--- src/rtl/fdc_pkg.sv ---
// Shared constants and helpers for the fdownconvert_mc multi-channel downconverter.
// Optional round-half-up in the lanes is enabled by defining FDC_ROUND_EN.
package fdc_pkg;

    localparam int FDC_LAT  = 6;
    localparam int SAT_MAXW = 64;

    function automatic int fdc_pw(input int dw, input int lw);
        return dw + lw;
    endfunction

    // Clamp a wide signed value into the range of an ow-bit signed number.
    function automatic logic signed [SAT_MAXW-1:0] fdc_sat(
        input logic signed [SAT_MAXW-1:0] x,
        input int                         ow
    );
        logic signed [SAT_MAXW-1:0] hi;
        logic signed [SAT_MAXW-1:0] lo;
        hi = (64'sd1 <<< (ow - 1)) - 64'sd1;
        lo = -(64'sd1 <<< (ow - 1));
        if (x > hi) begin
            return hi;
        end else if (x < lo) begin
            return lo;
        end else begin
            return x;
        end
    endfunction

endpackage

--- src/rtl/fdc_lane.sv ---
// One downconverter channel: LO mixing, I/Q differencing, gain shift, saturation and sticky flag.
// Defining FDC_ROUND_EN adds round-half-up ahead of saturation; otherwise the shift floors.
module fdc_lane
    import fdc_pkg::*;
#(
    parameter int DW = 16,
    parameter int LW = 18,
    parameter int OW = 16
) (
    input  logic                 clk,
    input  logic                 rst,
    input  logic                 mod2_i,
    input  logic signed [DW-1:0] a_i,
    input  logic signed [LW-1:0] cos_i,
    input  logic signed [LW-1:0] sin_i,
    input  logic [1:0]           shift_i,
    input  logic                 err_clr_i,
    output logic signed [OW-1:0] data_o,
    output logic                 sat_flag_o
);

    localparam int         PW  = fdc_pw(DW, LW);
    localparam logic [5:0] SHB = 6'(PW - OW);

    logic signed [PW-1:0]       a_ext_s, cos_ext_s, sin_ext_s;
    logic signed [PW-1:0]       p0i_q, p0q_q, p1i_q, p1q_q, p2i_q, p2q_q;
    logic signed [PW:0]         di_q, dq_q, dq_d_q;
    logic signed [PW:0]         mux_s;
    logic [5:0]                 shamt_s;
    logic signed [SAT_MAXW-1:0] wide_s, shr_s, sat_s;
    logic                       clamp_s;
    logic signed [OW-1:0]       data_d;
    logic                       sat_d;

    assign a_ext_s   = {{LW{a_i[DW-1]}}, a_i};
    assign cos_ext_s = {{DW{cos_i[LW-1]}}, cos_i};
    assign sin_ext_s = {{DW{sin_i[LW-1]}}, sin_i};

    // Output select, gain shift (optionally rounded), clamp and flag next-state.
    always_comb begin
        mux_s   = mod2_i ? dq_d_q : di_q;
        shamt_s = SHB - {4'd0, shift_i};
        wide_s  = {{(SAT_MAXW-PW-1){mux_s[PW]}}, mux_s};
`ifdef FDC_ROUND_EN
        wide_s  = wide_s + (64'sd1 <<< (shamt_s - 6'd1));
`endif
        shr_s   = wide_s >>> shamt_s;
        sat_s   = fdc_sat(shr_s, OW);
        clamp_s = (sat_s != shr_s);
        data_d  = sat_s[OW-1:0];
        if (clamp_s) begin
            sat_d = 1'b1;
        end else if (err_clr_i) begin
            sat_d = 1'b0;
        end else begin
            sat_d = sat_flag_o;
        end
    end

    // Product, delay and difference pipeline plus output register.
    always_ff @(posedge clk) begin
        if (rst) begin
            p0i_q      <= '0;
            p0q_q      <= '0;
            p1i_q      <= '0;
            p1q_q      <= '0;
            p2i_q      <= '0;
            p2q_q      <= '0;
            di_q       <= '0;
            dq_q       <= '0;
            dq_d_q     <= '0;
            data_o     <= '0;
            sat_flag_o <= 1'b0;
        end else begin
            p0i_q      <= a_ext_s * cos_ext_s;
            p0q_q      <= a_ext_s * sin_ext_s;
            p1i_q      <= p0i_q;
            p1q_q      <= p0q_q;
            p2i_q      <= p1i_q;
            p2q_q      <= p1q_q;
            di_q       <= {p1i_q[PW-1], p1i_q} - {p2i_q[PW-1], p2i_q};
            dq_q       <= {p2q_q[PW-1], p2q_q} - {p1q_q[PW-1], p1q_q};
            dq_d_q     <= dq_q;
            data_o     <= data_d;
            sat_flag_o <= sat_d;
        end
    end

endmodule

--- src/rtl/fdownconvert_mc.sv ---
// Multi-channel near-IQ downconverter top: shared LO reorder, fill gating, timing error tracking.
// Build option FDC_ROUND_EN selects rounded instead of floored lane outputs.
module fdownconvert_mc
    import fdc_pkg::*;
#(
    parameter int DW  = 16,
    parameter int LW  = 18,
    parameter int OW  = 16,
    parameter int NCH = 2,
    parameter int ECW = 16
) (
    input  logic              clk,
    input  logic              rst,
    input  logic              mod2,
    input  logic [LW-1:0]     cosd,
    input  logic [LW-1:0]     sind,
    input  logic [NCH*DW-1:0] a_data,
    input  logic              a_gate,
    input  logic [1:0]        shift,
    input  logic              err_clr,
    output logic [NCH*OW-1:0] o_data,
    output logic              o_gate,
    output logic              o_trig,
    output logic [NCH-1:0]    sat_flag,
    output logic              time_err,
    output logic [ECW-1:0]    err_count
);

    localparam int FW = $clog2(FDC_LAT + 1);

    logic [LW-1:0]  cos_d1_q, sin_d1_q, cos_d2_q, sin_d2_q, cos_r_q, sin_r_q;
    logic [FW-1:0]  fill_q, fill_d;
    logic           fill_done_s;
    logic           last_mod2_q;
    logic           time_err_q, time_err_d;
    logic [ECW-1:0] err_count_q, err_count_d;
    logic           o_gate_q, o_trig_q;

    // Next-state for fill counter, timing error and saturating error count.
    always_comb begin
        fill_done_s = (fill_q == FW'(FDC_LAT));
        if (fill_done_s) begin
            fill_d = fill_q;
        end else begin
            fill_d = fill_q + FW'(1);
        end
        time_err_d = (mod2 == last_mod2_q) | ~a_gate;
        if (err_clr) begin
            err_count_d = {ECW{1'b0}};
        end else if (time_err_q && (err_count_q != {ECW{1'b1}})) begin
            err_count_d = err_count_q + ECW'(1);
        end else begin
            err_count_d = err_count_q;
        end
    end

    // The LO pair presented to the lanes alternates between current and two-cycle-old samples.
    always_ff @(posedge clk) begin
        if (rst) begin
            cos_d1_q    <= '0;
            sin_d1_q    <= '0;
            cos_d2_q    <= '0;
            sin_d2_q    <= '0;
            cos_r_q     <= '0;
            sin_r_q     <= '0;
            fill_q      <= '0;
            last_mod2_q <= 1'b0;
            time_err_q  <= 1'b0;
            err_count_q <= '0;
            o_gate_q    <= 1'b0;
            o_trig_q    <= 1'b0;
        end else begin
            cos_d1_q    <= cosd;
            sin_d1_q    <= sind;
            cos_d2_q    <= cos_d1_q;
            sin_d2_q    <= sin_d1_q;
            cos_r_q     <= mod2 ? cosd : cos_d2_q;
            sin_r_q     <= mod2 ? sind : sin_d2_q;
            fill_q      <= fill_d;
            last_mod2_q <= mod2;
            time_err_q  <= time_err_d;
            err_count_q <= err_count_d;
            o_gate_q    <= fill_done_s & a_gate;
            o_trig_q    <= mod2;
        end
    end

    assign o_gate    = o_gate_q;
    assign o_trig    = o_trig_q;
    assign time_err  = time_err_q;
    assign err_count = err_count_q;

    for (genvar c = 0; c < NCH; c++) begin : g_lane
        fdc_lane #(
            .DW (DW),
            .LW (LW),
            .OW (OW)
        ) u_lane (
            .clk        (clk),
            .rst        (rst),
            .mod2_i     (mod2),
            .a_i        (a_data[c*DW +: DW]),
            .cos_i      (cos_r_q),
            .sin_i      (sin_r_q),
            .shift_i    (shift),
            .err_clr_i  (err_clr),
            .data_o     (o_data[c*OW +: OW]),
            .sat_flag_o (sat_flag[c])
        );
    end

endmodule

--- config.mk ---
export PLATFORM = sky130hd
export DESIGN_NAME = fdownconvert_mc
export DESIGN_NICKNAME = d
export VERILOG_FILES = /design/src/rtl/fdc_pkg.sv /design/src/rtl/fdc_lane.sv /design/src/rtl/fdownconvert_mc.sv
export SDC_FILE = /design/constraint.sdc
export NUM_CORES = 2
export LEC_CHECK = 0
export CAP_MARGIN = 20
export CORE_ASPECT_RATIO = 0.5
export CORE_UTILIZATION = 29
export DETAILED_ROUTE_END_ITERATION = 8
export PLACE_DENSITY = 0.39
export SYNTH_ARGS = -nofsm -noshare
export SYNTH_HDL_FRONTEND = slang
export SYNTH_SLANG_ARGS = --single-unit
--- constraint.sdc ---
create_clock -name clk -period 19.4 [get_ports clk]
set_input_delay 2.91 -clock clk [delete_from_list [all_inputs] [get_ports clk]]
set_output_delay 2.91 -clock clk [all_outputs]
set_load 0.02 [all_outputs]
==> results.md <==
- The flow ran to the end, and the final reports show no timing, DRC or antenna violations.
- The worst pin sits at a relative slew slack of 30.8%.
- Summing the areas of all xor and xnor instances in the mapped netlist gives 2.64% of the synthesized area.
- The longest clock path from root to sink contains 3 buffers.
- At the pin with the least slew margin, the transition time is 1010 ps.
- The number of endpoints with negative hold slack in the final report is 0.
- Data on the critical path is required at its endpoint by 19,900 ps.
- The first global-routing pass estimated 319,000 um of wire.
- The buffer cell driving the clock tree root is sky130_fd_sc_hd__clkbuf_16.
- The average cell area after synthesis is 9.32 um^2.
- The wire-length estimate of the detail-placed layout is 157,000 um.
- The pin count of the biggest net entering global routing is 89.
- Detailed routing inserted a total of 48,100 vias.
- The post-synthesis instance total is 7,549.
- The leakage power figure is 0.0365 uW.
- The sequential cell area is 14,200 um^2.
- In the final routed layout, each cell accounts on average for 18.9 um.
- The cell with the largest stage delay on the worst path is sky130_fd_sc_hd__clkdlybuf4s50_1.
- The simple-gate share of the synthesized area is 16.7%.
- The first routing iteration left 2,535 violations.
- The number of enable flip-flop cells after synthesis is 0.
- Using the TritonRoute via totals, the vias-per-cell ratio works out to 4.45.
- The post-route core utilization is 32.3%.
- The net count of the finished layout is 9,211.
- The area of the multi-input gates is 49,400 um^2.
- The category of the worst setup path capture point is a register.
- The arrival time of data at the critical path endpoint is 10,320 ps.
- The share of total power dissipated in the clock network is 15.9%.
- In this run the biggest area consumer among cell types represents 33.1% of the synthesized area.
- The area of the placeable core is 240,000 um^2.
- Setup repair after global routing left no endpoint under its margin.
- Summed over all nets, the switching power comes to 4680 uW.
- Of the available clock period, the critical path in the final layout requires 50.6%.
- The synthesis-to-layout area growth is 10.4%.
- The number of nets handed over by synthesis was 9,274.
- By area, the combinational part of the netlist is dominated by adder cells.
- Sorting the synthesized cells by area gives the leading types as sky130_fd_sc_hd__fa_1, sky130_fd_sc_hd__dfxtp_1, sky130_fd_sc_hd__ha_1.
- The synthesized netlist devotes 41.7% of its cell area to adder and majority cells.
- The final weighted congestion in routability-driven placement is 0.789.
- The via count of the first global-routing pass is 50,600.
- The number of clock buffers added by TritonCTS is 78.
- Max-cap violations in this run came to 0.
- Summed over all failing endpoints, the final setup total negative slack is 0 ps.
- In the global route stage, overall resource usage came out at 17.0%.
- The synthesized design spends more area on one cell type than any other, namely sky130_fd_sc_hd__fa_1.
- The min-delay analysis places its worst path in the category reg -> reg.
- The prevailing post-synth register cell is sky130_fd_sc_hd__dfxtp_1.
- The wire length after detailed routing is 204,000 um.
- The cell area after technology mapping is 70,400 um^2.
- The count of final max-slew check failures came to 0.
- The fraction of layout cells with a size suffix above 1 is 3.87%.
- In this run the remaining antenna-violating nets after routing total 0.
- The die covers 245,000 um^2.
- Counting flops with an async set or reset pin after synthesis yields a share of 0%.
- The count of final setup violators is 0.
- The clock arrives with 55.7 ps of skew.
- The number of antenna violations at the first check in global routing is 32.
- Cell internal power was estimated by the tool at 5170 uW.
- The post-cts resize count is 0.
- Net switching is 47.5% of the power.
- The peak ir drop on the vdd network is 0.0985 mV.
- The CTS H-tree depth is 3.
- From left edge to right edge, the die measures 699 um.
- The signal on the critical path passes through clkdlybuf4s50_1 > inv_1 > nor2_1 > fa_1 > fa_1 > fa_1 > fa_1 > fa_1 > inv_1 > fa_1 > inv_1 > ha_1 > and2_1 > nand4_1 > o22ai_1 > nor3_1 > o31ai_1 > a221oi_1 > a21oi_1 > xnor2_1 > nor2_1.
- CTS saw 710 sinks.
- For this run the aggregate overflow at the end of global routing stands at 0.
- The number of buffers inserted by hold repair at cts is 0.
- The commonest cells after synthesis are sky130_fd_sc_hd__inv_1, sky130_fd_sc_hd__fa_1, sky130_fd_sc_hd__dfxtp_1.
- The residual DRC count is 0.
- On the worst path, the slowest cell contributes a delay of 790 ps.
- The portion of synthesized area spent on multiplexers is 2.74%.
- The kind of start point of the critical path is an input pin.
- The compound-cell area share of the yosys netlist is 6.32%.
- For the worst-skew pair, the clock arrives at the later sink with an insertion delay of 700 ps.
- The highest achievable clock rate is 0.102 GHz.
- The critical path's most frequent cell is sky130_fd_sc_hd__fa_1.
- The proportion of synthesized chip area in sequential cells is 20.2%.
- The clock period could shrink to 9820 ps.
- The number of filler cells placed in the layout is 25,100.
- In this run the worst path has a maximum fanout of 16.
- In this run, flip-flops and latches consume 20.8% of the power.
- Post-CTS timing repair inserted 0 buffers for setup.
- The worst setup path is of the in -> reg kind.
- Clock-pin slew was measured on the worst setup and hold paths at 70 ps.
- TritonCTS built the clock tree.
- Dividing total power by cell area gives a power density of 127 nW/um^2.
- The initial standard-cell utilization of the core is 29.3%.
- During synthesis, Yosys emitted a total of 0 warnings.
- The pre-antenna-repair detailed-routing pass consisted of 5 iterations.
- The die height is 350 um.
- The share of total power dissipated in combinational logic is 63.3%.
- Yosys instantiated no cell more often than sky130_fd_sc_hd__inv_1.
- 128 I/O pins were placed.
- The synthesized netlist contains 80 unique library cells.
- The count of state elements after synthesis is 710.
- The count of buffers inserted at the top-level ports is 127.
- The initialized floorplan defines 127 standard-cell rows.
## through the flow
step / instance area, um^2 / std cells / total power (uW) / setup WS [ps] / hold slack (ps)
floorplan: 70400 / 7549 / 6280 / 10300 / 414
global placement: 75000 / 10600 / 8370 / 9080 / 415
detailed placement: 75000 / 10600 / 8310 / 9010 / 420
CTS: 77600 / 10800 / 9950 / 9690 / 407
global route: 77600 / 10800 / 10800 / 9300 / 438
finish: 77700 / 10800 / 9850 / 9580 / 414
## power by group through the flow
stage          sequential [uW]  combinational (uW)  clock [uW]
4_1_cts                   2050                6270        1630
2_1_floorplan             1930                4350           0
3_3_place_gp              2080                6290           0
5_1_grt                   2080                7070        1690
6_report                  2050                6240        1570
3_5_place_dp              2080                6230           0
## worst max-delay path: cells and delay by family
family          cells  cell delay [ps]
compound gates      4             1190
xor+xnor            1              230
fa+ha+maj           7             3420
buf+inv             4             1340
simple gates        5             1210
## state kept, by name (all words and copies together), names as in the netlist, 2 cells and up
register                  flops
g_lane.u_lane.p0i_q          68
g_lane.u_lane.p0q_q          68
g_lane.u_lane.p1i_q          68
g_lane.u_lane.p1q_q          68
g_lane.u_lane.p2i_q          68
g_lane.u_lane.p2q_q          68
g_lane.u_lane.di_q           46
g_lane.u_lane.dq_d_q         46
g_lane.u_lane.dq_q           46
g_lane.u_lane.data_o         32
cos_d1_q                     18
cos_d2_q                     18
cos_r_q                      18
sin_d1_q                     18
sin_d2_q                     18
sin_r_q                      18
err_count                    16
fill_q                        3
g_lane.u_lane.sat_flag_o      2
## kinds of logic (layout without fill, tap and decap cells)
family          count (synthesis)  after routing
flops                         710            710
buf+inv                      1813           1814
simple gates                 2339           2339
compound gates                688            688
other cells                     0             31
xor+xnor                      212            212
fa+ha+maj                    1650           1650
mux                           137            137
## layer usage
layer  vias up  GRT usage (%)  part of all wire [%]
met3       153           2.68                   4.9
li1      22900              -                     -
met5         -              0                 0.019
met1     24300           26.8                    54
met2       791           24.6                    40
met4         6           2.50                   1.3
## layout by cell type (no fill, tap or decap), drive strengths merged, types with 104 or more instances in the layout
| master | n |
|---|---|
| and2 | 556 |
| o21ai | 138 |
| dfxtp | 710 |
| clkdlybuf4s50 | 119 |
| fa | 1164 |
| ha | 486 |
| nor2 | 439 |
| nand2 | 684 |
| a21oi | 214 |
| clkbuf | 104 |
| inv | 1466 |
| nor2b | 368 |
| xnor2 | 133 |
## final timing paths
kind / end / depth (start not counted) / start / slack (ps)
min reg2reg: g_lane[0].u_lane.dq_d_q[29] / 1 / g_lane[0].u_lane.dq_q[29] / 410
max: g_lane[0].u_lane.p0q_q[30] / 21 / a_data[15] / 9580
max reg2reg: g_lane[1].u_lane.p0q_q[32] / 20 / sin_r_q[9] / 11760
min: g_lane[0].u_lane.dq_d_q[29] / 1 / g_lane[0].u_lane.dq_q[29] / 410
## final cells by class
type	instances	area share, %
antenna	31	0.0998
timing repair buffer	210	2.41
sequential	710	18.3
inverter	1460	7.05
clock inverter	40	0.612
tap	3225	5.19
clock buffer	104	2.82
multi-input combinational	5026	63.5
No activity file was read; power rests on OpenSTA's default activity.
